### config.mk
export PLATFORM = sky130hd
export DESIGN_NAME = issue_decoder
export DESIGN_NICKNAME = d
export VERILOG_FILES = /design/src/rtl/issue_decoder.sv
export SDC_FILE = /design/constraint.sdc
export NUM_CORES = 1
export LEC_CHECK = 0
export ABC_AREA = 0
export CORE_ASPECT_RATIO = 1.4
export CORE_MARGIN = 1
export CORE_UTILIZATION = 30
export DETAILED_ROUTE_END_ITERATION = 7
export PLACE_DENSITY = 0.52
export SYNTH_ARGS = -nofsm -noshare
export SYNTH_HDL_FRONTEND = slang
export SYNTH_SLANG_ARGS = --single-unit
export TNS_END_PERCENT = 10
### constraint.sdc
create_clock -name clk -period 1.46 [get_ports clk]
set_input_delay 0.146 -clock clk [delete_from_list [all_inputs] [get_ports clk]]
set_output_delay 0.146 -clock clk [all_outputs]
set_load 0.005 [all_outputs]
### src/rtl/issue_decoder.sv
`default_nettype none
// ============================================================================
//  Module   : issue_decoder
//  Purpose  : Handshaked GPGPU instruction decoder with a main + skid entry
//             buffer and a post-RET intake halt that only flush/reset clear.
//  Options  : ISSUE_DECODER_FP_EN - when defined, float ALU/CONST/GEMM/SETP
//             opcodes decode normally; otherwise they decode as illegal.
//  Revision : 1.0 - initial release
// ============================================================================
module issue_decoder #(
  parameter int REG_ADDR_BITS  = 8,
  parameter int IMM_BITS       = 8,
  parameter int PRED_ADDR_BITS = 2
) (
  input  logic                      clk,
  input  logic                      reset,
  input  logic                      flush,
  input  logic                      in_valid,
  output logic                      in_ready,
  input  logic [31:0]               instruction,
  output logic                      out_valid,
  input  logic                      out_ready,
  output logic [REG_ADDR_BITS-1:0]  rd_addr,
  output logic [REG_ADDR_BITS-1:0]  rs_addr,
  output logic [REG_ADDR_BITS-1:0]  rt_addr,
  output logic [IMM_BITS-1:0]       immediate,
  output logic [PRED_ADDR_BITS-1:0] pred_addr,
  output logic                      reg_we,
  output logic                      mem_re,
  output logic                      mem_we,
  output logic                      pred_we,
  output logic                      pred_on,
  output logic                      always_exec,
  output logic                      ret,
  output logic                      fp_op,
  output logic                      mat_op,
  output logic                      illegal,
  output logic [1:0]                reg_input_mux,
  output logic [1:0]                alu_op,
  output logic                      alu_output_mux,
  output logic [1:0]                cmp_mode
);

`ifdef ISSUE_DECODER_FP_EN
  localparam logic c_fp_en = 1'b1;
`else
  localparam logic c_fp_en = 1'b0;
`endif

  typedef struct packed {
    logic [REG_ADDR_BITS-1:0]  rd;
    logic [REG_ADDR_BITS-1:0]  rs;
    logic [REG_ADDR_BITS-1:0]  rt;
    logic [IMM_BITS-1:0]       imm;
    logic [PRED_ADDR_BITS-1:0] pred;
    logic                      reg_we;
    logic                      mem_re;
    logic                      mem_we;
    logic                      pred_we;
    logic                      pred_on;
    logic                      always_exec;
    logic                      ret;
    logic                      fp_op;
    logic                      mat_op;
    logic                      illegal;
    logic [1:0]                mux;
    logic [1:0]                alu_op;
    logic                      alu_out_mux;
    logic [1:0]                cmp_mode;
  } bundle_t;

  logic [5:0] w_op;
  logic       w_is_alu, w_is_ld, w_is_st, w_is_const, w_is_gemm, w_is_setp, w_is_ret;
  logic       w_fp_blocked;
  bundle_t    w_dec;

  bundle_t    r_main, r_skid, w_main_n, w_skid_n;
  logic       r_main_v, r_skid_v, r_halted, r_in_ready;
  logic       w_main_v_n, w_skid_v_n, w_halted_n;
  logic       w_push, w_pop;

  // Opcode classes: bit 5 = predicated, bit 4 = float/matrix, [3:0] = family.
  assign w_op       = instruction[31:26];
  assign w_is_alu   = (w_op[3:2] == 2'b00) && (w_op[1:0] != 2'b11);
  assign w_is_ld    = !w_op[5] && (w_op[3:0] == 4'b0100);
  assign w_is_st    = !w_op[5] && (w_op[3:0] == 4'b0101);
  assign w_is_const = (w_op[3:0] == 4'b0110);
  assign w_is_gemm  = !w_op[5] && (w_op[3:0] == 4'b0111);
  assign w_is_setp  = !w_op[5] && (w_op[3:2] == 2'b11) && (w_op[1:0] != 2'b00);
  assign w_is_ret   = (w_op == 6'b111111);
  // Float variants of the arithmetic families need the FP datapath; loads and
  // stores reuse bit 4 as the matrix flag and are never blocked.
  assign w_fp_blocked = w_op[4] && !c_fp_en &&
                        (w_is_alu || w_is_const || w_is_gemm || w_is_setp);

  // Decode the incoming word into a control bundle; fields always pass through.
  always_comb begin
    w_dec      = '0;
    w_dec.rd   = instruction[16 +: REG_ADDR_BITS];
    w_dec.rs   = instruction[8 +: REG_ADDR_BITS];
    w_dec.rt   = instruction[0 +: REG_ADDR_BITS];
    w_dec.imm  = instruction[0 +: IMM_BITS];
    w_dec.pred = instruction[24 +: PRED_ADDR_BITS];
    if (w_fp_blocked) begin
      w_dec.illegal = 1'b1;
    end else if (w_is_alu) begin
      w_dec.reg_we  = 1'b1;
      w_dec.pred_on = w_op[5];
      w_dec.fp_op   = c_fp_en & w_op[4];
      w_dec.alu_op  = w_op[1:0];
    end else if (w_is_ld) begin
      w_dec.reg_we      = 1'b1;
      w_dec.mem_re      = 1'b1;
      w_dec.mux         = 2'b01;
      w_dec.always_exec = 1'b1;
      w_dec.mat_op      = w_op[4];
    end else if (w_is_st) begin
      w_dec.mem_we      = 1'b1;
      w_dec.always_exec = 1'b1;
      w_dec.mat_op      = w_op[4];
    end else if (w_is_const) begin
      w_dec.reg_we  = 1'b1;
      w_dec.mux     = 2'b10;
      w_dec.pred_on = w_op[5];
      w_dec.fp_op   = c_fp_en & w_op[4];
    end else if (w_is_gemm) begin
      w_dec.reg_we      = 1'b1;
      w_dec.mux         = 2'b11;
      w_dec.always_exec = 1'b1;
      w_dec.fp_op       = c_fp_en & w_op[4];
    end else if (w_is_setp) begin
      w_dec.pred_we     = 1'b1;
      w_dec.alu_out_mux = 1'b1;
      w_dec.always_exec = 1'b1;
      w_dec.fp_op       = c_fp_en & w_op[4];
      w_dec.cmp_mode    = w_op[1:0] - 2'b01;
    end else if (w_is_ret) begin
      w_dec.ret         = 1'b1;
      w_dec.always_exec = 1'b1;
    end else begin
      w_dec.illegal = 1'b1;
    end
  end

  assign w_push = in_valid && r_in_ready;
  assign w_pop  = r_main_v && out_ready;

  // Buffer next state: pop before push, skid refills main, flush wins over all.
  always_comb begin
    w_main_n   = r_main;
    w_skid_n   = r_skid;
    w_main_v_n = r_main_v;
    w_skid_v_n = r_skid_v;
    w_halted_n = r_halted;
    if (flush) begin
      w_main_v_n = 1'b0;
      w_skid_v_n = 1'b0;
      w_halted_n = 1'b0;
    end else begin
      if (w_pop) begin
        // A full skid implies in_ready was low, so no push can coincide here.
        if (r_skid_v) begin
          w_main_n   = r_skid;
          w_skid_v_n = 1'b0;
        end else if (w_push) begin
          w_main_n = w_dec;
        end else begin
          w_main_v_n = 1'b0;
        end
      end else if (w_push) begin
        if (!r_main_v) begin
          w_main_n   = w_dec;
          w_main_v_n = 1'b1;
        end else begin
          w_skid_n   = w_dec;
          w_skid_v_n = 1'b1;
        end
      end
      if (w_push && w_dec.ret) begin
        w_halted_n = 1'b1;
      end
    end
  end

  // State registers; in_ready comes from next state so it never sees inputs
  // combinationally, and is high straight out of reset so fetch can start.
  always_ff @(posedge clk) begin
    if (reset) begin
      r_main     <= '0;
      r_skid     <= '0;
      r_main_v   <= 1'b0;
      r_skid_v   <= 1'b0;
      r_halted   <= 1'b0;
      r_in_ready <= 1'b1;
    end else begin
      r_main     <= w_main_n;
      r_skid     <= w_skid_n;
      r_main_v   <= w_main_v_n;
      r_skid_v   <= w_skid_v_n;
      r_halted   <= w_halted_n;
      r_in_ready <= !w_skid_v_n && !w_halted_n;
    end
  end

  assign in_ready       = r_in_ready;
  assign out_valid      = r_main_v;
  assign rd_addr        = r_main.rd;
  assign rs_addr        = r_main.rs;
  assign rt_addr        = r_main.rt;
  assign immediate      = r_main.imm;
  assign pred_addr      = r_main.pred;
  assign reg_we         = r_main.reg_we;
  assign mem_re         = r_main.mem_re;
  assign mem_we         = r_main.mem_we;
  assign pred_we        = r_main.pred_we;
  assign pred_on        = r_main.pred_on;
  assign always_exec    = r_main.always_exec;
  assign ret            = r_main.ret;
  assign fp_op          = r_main.fp_op;
  assign mat_op         = r_main.mat_op;
  assign illegal        = r_main.illegal;
  assign reg_input_mux  = r_main.mux;
  assign alu_op         = r_main.alu_op;
  assign alu_output_mux = r_main.alu_out_mux;
  assign cmp_mode       = r_main.cmp_mode;

endmodule
`default_nettype wire

* After elaboration in Yosys (flattened, before gate mapping)
Index checks and enable logic that the tools add are counted.
Storage, ports and cells: input bits 37, flip-flop bits (word level) 98, output and inout port bits 53, logic and storage cells 143
Cells by class: reduce and logical (&&, ||, !) cells 25, add/sub/neg operators 1, equality and inequality tests 10, mux-type cells 64, bitwise operators 2
Operator list (number):
- $mux W51 | 5
- $mux W1 | 37
- $mux W3 | 9
- $mux W2 | 10
- $eq A4 B3 Y1 const B | 4
- $logic_and A1 B1 Y1 | 11
- $mux W9 | 1
- $reduce_and A4 Y1 | 2
- $mux W7 | 1
- $eq A6 B6 Y1 const B | 1
- $ne A2 B2 Y1 const B | 3
- $reduce_bool A2 Y1 | 3
- $mux W4 | 1
- $logic_not A1 Y1 | 3
- $logic_or A1 B1 Y1 | 3
- $reduce_and A3 Y1 | 1
- $eq A2 B2 Y1 const B | 1
- $logic_not A2 Y1 | 1
- $ne A2 B1 Y1 const B | 1
- $not A1 Y1 | 2
- $reduce_or A2 Y1 | 1
- $sub A2 B1 Y2 const B | 1

* Logic depth before layout (Yosys ltp)
depth after elaboration 15, depth in mapped cells 8, depth with buffers taken out 7

* Worst setup path after synthesis
No wires, ideal clock.
path kind reg2reg, start point reg r_main_v (netlist: out_valid), end point reg r_skid[0] (netlist name), buffers on the path 3, setup slack -0.157 ns, clock period less this slack 1.617 ns, data arrival time 1.490 ns, library setup time 0.128 ns, cell stages (with the launch flop) 8, required time 1.332 ns, cell sequence dfxtp_1 buf_2 nand2b_1 or3_1 clkbuf_1 clkbuf_1 a22oi_1 nor2_1
Between the ends: longest elaborated chain between the ends 3
RTL lines:
- from (decl) | line 78 | logic r_main_v, r_skid_v, r_halted, r_in_ready;
- from (signal assigned) | line 198 | r_main_v <= w_main_v_n;
- $logic_and A1 B1 Y1 | line 146 | assign w_pop = r_main_v && out_ready;
- $not A1 Y1 (no line)
- $reduce_and A4 Y1 (no line) *
- to (signal assigned) | line 197 | r_skid <= w_skid_n;
- to (decl) | line 77 | bundle_t r_main, r_skid, w_main_n, w_skid_n;
Mark *: on every way between the ends. The rest lies on a longest branch, timed or not. A chain may end at the register's enable or synchronous reset.

* Final worst setup path
start point reg r_main_v (netlist: out_valid), end point reg r_main, in the netlist rt_addr[0]
Between the ends: longest elaborated chain between the ends 3, elaborated cells on any way between the ends 5, classes of those cells 1 x eq/ne; 1 x mux; 3 x reduce/logical
RTL lines:
- $logic_and A1 B1 Y1 | line 146
- $ne A2 B1 Y1 (no line) / $reduce_bool A2 Y1 (equally long branches)
- $reduce_and A4 Y1 (no line)
- to (signal assigned) | line 196 | r_main <= w_main_n;
- to (decl) | line 77
Several ways; a longest one is shown, not always the timed one.

==> results.ini <==
[setup_path]
timing.critical_path.slowest_cell_delay_ps = 350
critPathLaunchType = flop
crit_required_ps = 1710
critPathMaxFanout = 11
reg2reg_depth = 8
timing.setup.critical_path_class = flop to flop
timing.critical_path.cells = buf_6, nand2_4, a221oi_4, buf_6, clkbuf_16, clkbuf_16, nor2_1, a311oi_1
r2r-start = out_valid
regToRegSetupSlack_ps = -100
crit_path_top_delay_cell = dfxtp_4
critPathTopFamily = buffers and inverters
cp_data_arrival_time_ps = 1800
timing.rr.end = rt_addr[0]
timing.critical_path.to_type = flop
crit_buf_inv = 4

[logic_synthesis]
synth_edf_count = 0
synth_async_sr_flop_share_pct = 0
synth.cell_area_mm2 = 0.00373
netlist_top_cells_area = dfxtp_1, nand2_1, a311oi_1
synth_sequential_area_ratio_pct = 46.1
syn_inst = 481
synth.lib_cells_used.distinct = 41
yosysTopAreaCellShare_pct = 46.1
dominantRegCellSynth = dfxtp_1
ys_warn_count = 0
synth-seq-cells = 86
mean_cell_area_of_the_mapped_netlist_um2 = 7.76
netlist.top_cell.by_area = dfxtp_1
syn-num-nets = 522

[floorplanning]
placement_rows = 47
core_area_mm2 = 0.0120
dieHeight_um = 134
die_width_um = 96.3
initial_core_util_pct = 31.1
die_area_mm2 = 0.0129
ios = 90

[clock_network]
tritoncts.num_buffers = 9
cts_sinks = 86
cts_tree = done
ctsHoldBuffers = 0
cts_max_level = 3
max-clock-path-buffers = 2
root_buffer = clkbuf_16
clock_transition_at_the_register_clock_pins_on_the_worst_setup_and_hold_paths_after_cts_ps = 70
clock_latency_ps = 330

[power]
ir_worst_vdd_mv = 0.589
p_leak_nw = 2.26
power_per_unit_of_standard_cell_area_mw_per_mm2 = 954

[global_route]
grt_first_pass_wirelength_um = 17500
grt_max_degree = 43
track_usage_pct = 17.5
grt_antenna_before_repair = 0
global_route.overflow_total = 0
vias_in_the_first_global_route = 3656

[final_layout]
multiInputGateArea_mm2 = 0.00197
final.fill_count = 1169
finish.instance_area_mm2 = 0.00599
area_added_between_synthesis_and_finish_pct = 60.5
layout-drive-gt1-share_pct = 24.7
final_nets = 659
number_of_diodes_added_for_antenna_fixing = 0
area.sequential_mm2 = 0.00173

[sta]
finClkSkew_ps = 6.85
achievable-frequency_ghz = 0.643
slew_violations = 0
final_worst_path_period_need_ps = 1560
finalCritPeriodShare_pct = 107
finalHoldViolCount = 0
fin_worst_hold_slack_ps = 136
final-setup-viol-count = 36
grt_setup_unrepaired = true
finalWorstSetupSlack_ps = -95.1

[drt]
remaining_number_of_nets_flagged_by_the_antenna_check_after_routing = 0
overall_via_count_from_detail_route = 3819
drt_iter0_drc = 142
wirelength_um = 11100
avgRoutedWirePerCell_um = 14.4
drc = 0
drt_pass1_iterations = 4
routed_via_density = 4.96

[placed_design]
post_dp_cell_area_mm2 = 0.00523
place_congestion = 0.897
place.port_buffers = 88
detailed_place_hpwl_um = 7400

[run_status]
failed_checks = setup timing
outcome = finished with violations

[worst_hold_path]
hold_depth = 2
worst_hold_path.endpoint = cmp_mode[0]
holdCritStartpoint = reset
min-delay-path-class = primary input to flop

[flow_run]
max_cap_violations = 0

worst reg2reg max path: stages, from the launching register on:
cell and delay, ps:
dfxtp_4 350, buf_6 110, nand2_4 50, a221oi_4 250, buf_6 170, clkbuf_16 170, clkbuf_16 160, nor2_1 40
a311oi_1 180
timing repair:
item / in CTS / in global routing
pin swaps: 27 / 16
hold endpoints to repair: 0 / 0
setup endpoints to repair: 85 / 54
buffers inserted: 7 / 6
resized for setup: 32 / 43
cloned: 4 / 4
placed cells by master, fill, tap and decap left out, drive strengths merged, types with 5 or more instances in the layout:
| cell | n |
|---|---|
| dfxtp | 86 |
| o21ai | 14 |
| a21oi | 45 |
| a311oi | 31 |
| inv | 6 |
| nand3 | 12 |
| clkdlybuf4s50 | 79 |
| clkbuf | 16 |
| nor2 | 43 |
| a31oi | 10 |
| buf | 82 |
| or3 | 5 |
| nand2 | 136 |
cells in the mapped netlist, drive strengths merged (3+ instances only):
library cell / count
nand2: 136
dfxtp: 86
a21oi: 45
nor2: 43
a311oi: 31
clkbuf: 29
buf: 18
o21ai: 14
nand3: 12
a31oi: 10
inv: 6
or3: 5
ha: 4
nand2b: 4
nor2b: 4
nor3: 4
nor4: 4
a22oi: 3
nor3b: 3
worst max-delay path by stage:
stage	to	from	cells past startpoint	slack, ps
after CTS	cmp_mode[1]	in_ready	9	-140
after floorplan	r_skid[0]	out_valid	7	-20
after global routing	ret	out_valid	8	-160
final	rt_addr[0]	out_valid	8	-100
after detailed placement	illegal	instruction[27]	7	-650
after global placement	illegal	instruction[27]	7	-640
state kept, by name (all words and copies together), names as in the netlist, 2 cells and up:
| register | cells |
|---|---|
| reg_input_mux | 2 |
| rd_addr | 8 |
| rs_addr | 8 |
| cmp_mode | 2 |
| pred_addr | 2 |
| r_skid | 41 |
| rt_addr | 8 |
| alu_op | 2 |
routing by layer:
metal | share of wire, % | global-route usage [%] | vias to the layer above
met5 | 0 | 0 | -
met4 | 1.4 | 6.30 | 0
met3 | 3.3 | 3.63 | 8
met2 | 51 | 30.1 | 74
met1 | 44 | 21.0 | 1801
li1 | - | - | 1936
cells by family (layout without fill, tap and decap cells):
family          count (synthesis)  count (layout)  synth area share, %
simple gates                  222             222                 25.4
compound gates                115             115                 20.2
flops                          86              86                 46.1
buf+inv                        53             195                 6.84
fa+ha+maj                       4               4                 1.34
other cells                     1               1                0.101
per-stage QoR:
stage                     total power, mW  worst slack [ps]  utilization [%]  setup TNS, ps  cells
after global placement               3.30              -643             43.6         -36510    737
after CTS                            5.70              -139             48.0          -2170    764
after detailed placement             3.31              -653             43.6         -37800    737
after floorplan                      2.85             -19.7                -           -754    481
after global routing                 5.96              -159             49.9          -5220    770
final                                5.71             -95.1             49.9          -2340    770
final cells by class:
class	count	area share (%)
clock buffer	10	3.99
multi-input combinational	342	33.0
inverter	6	0.460
tap	147	3.07
sequential	86	28.9
clock inverter	6	1.02
timing repair buffer	173	29.6
power breakdown:
group / total [mW] / leakage [nW] / internal (mW) / switching (mW)
Combinational: 0.909 / 1.41 / 0.534 / 0.375
Sequential: 2.49 / 0.702 / 2.43 / 0.0549
Clock: 2.32 / 0.148 / 1.37 / 0.948
(Power assumes the default switching activity.)
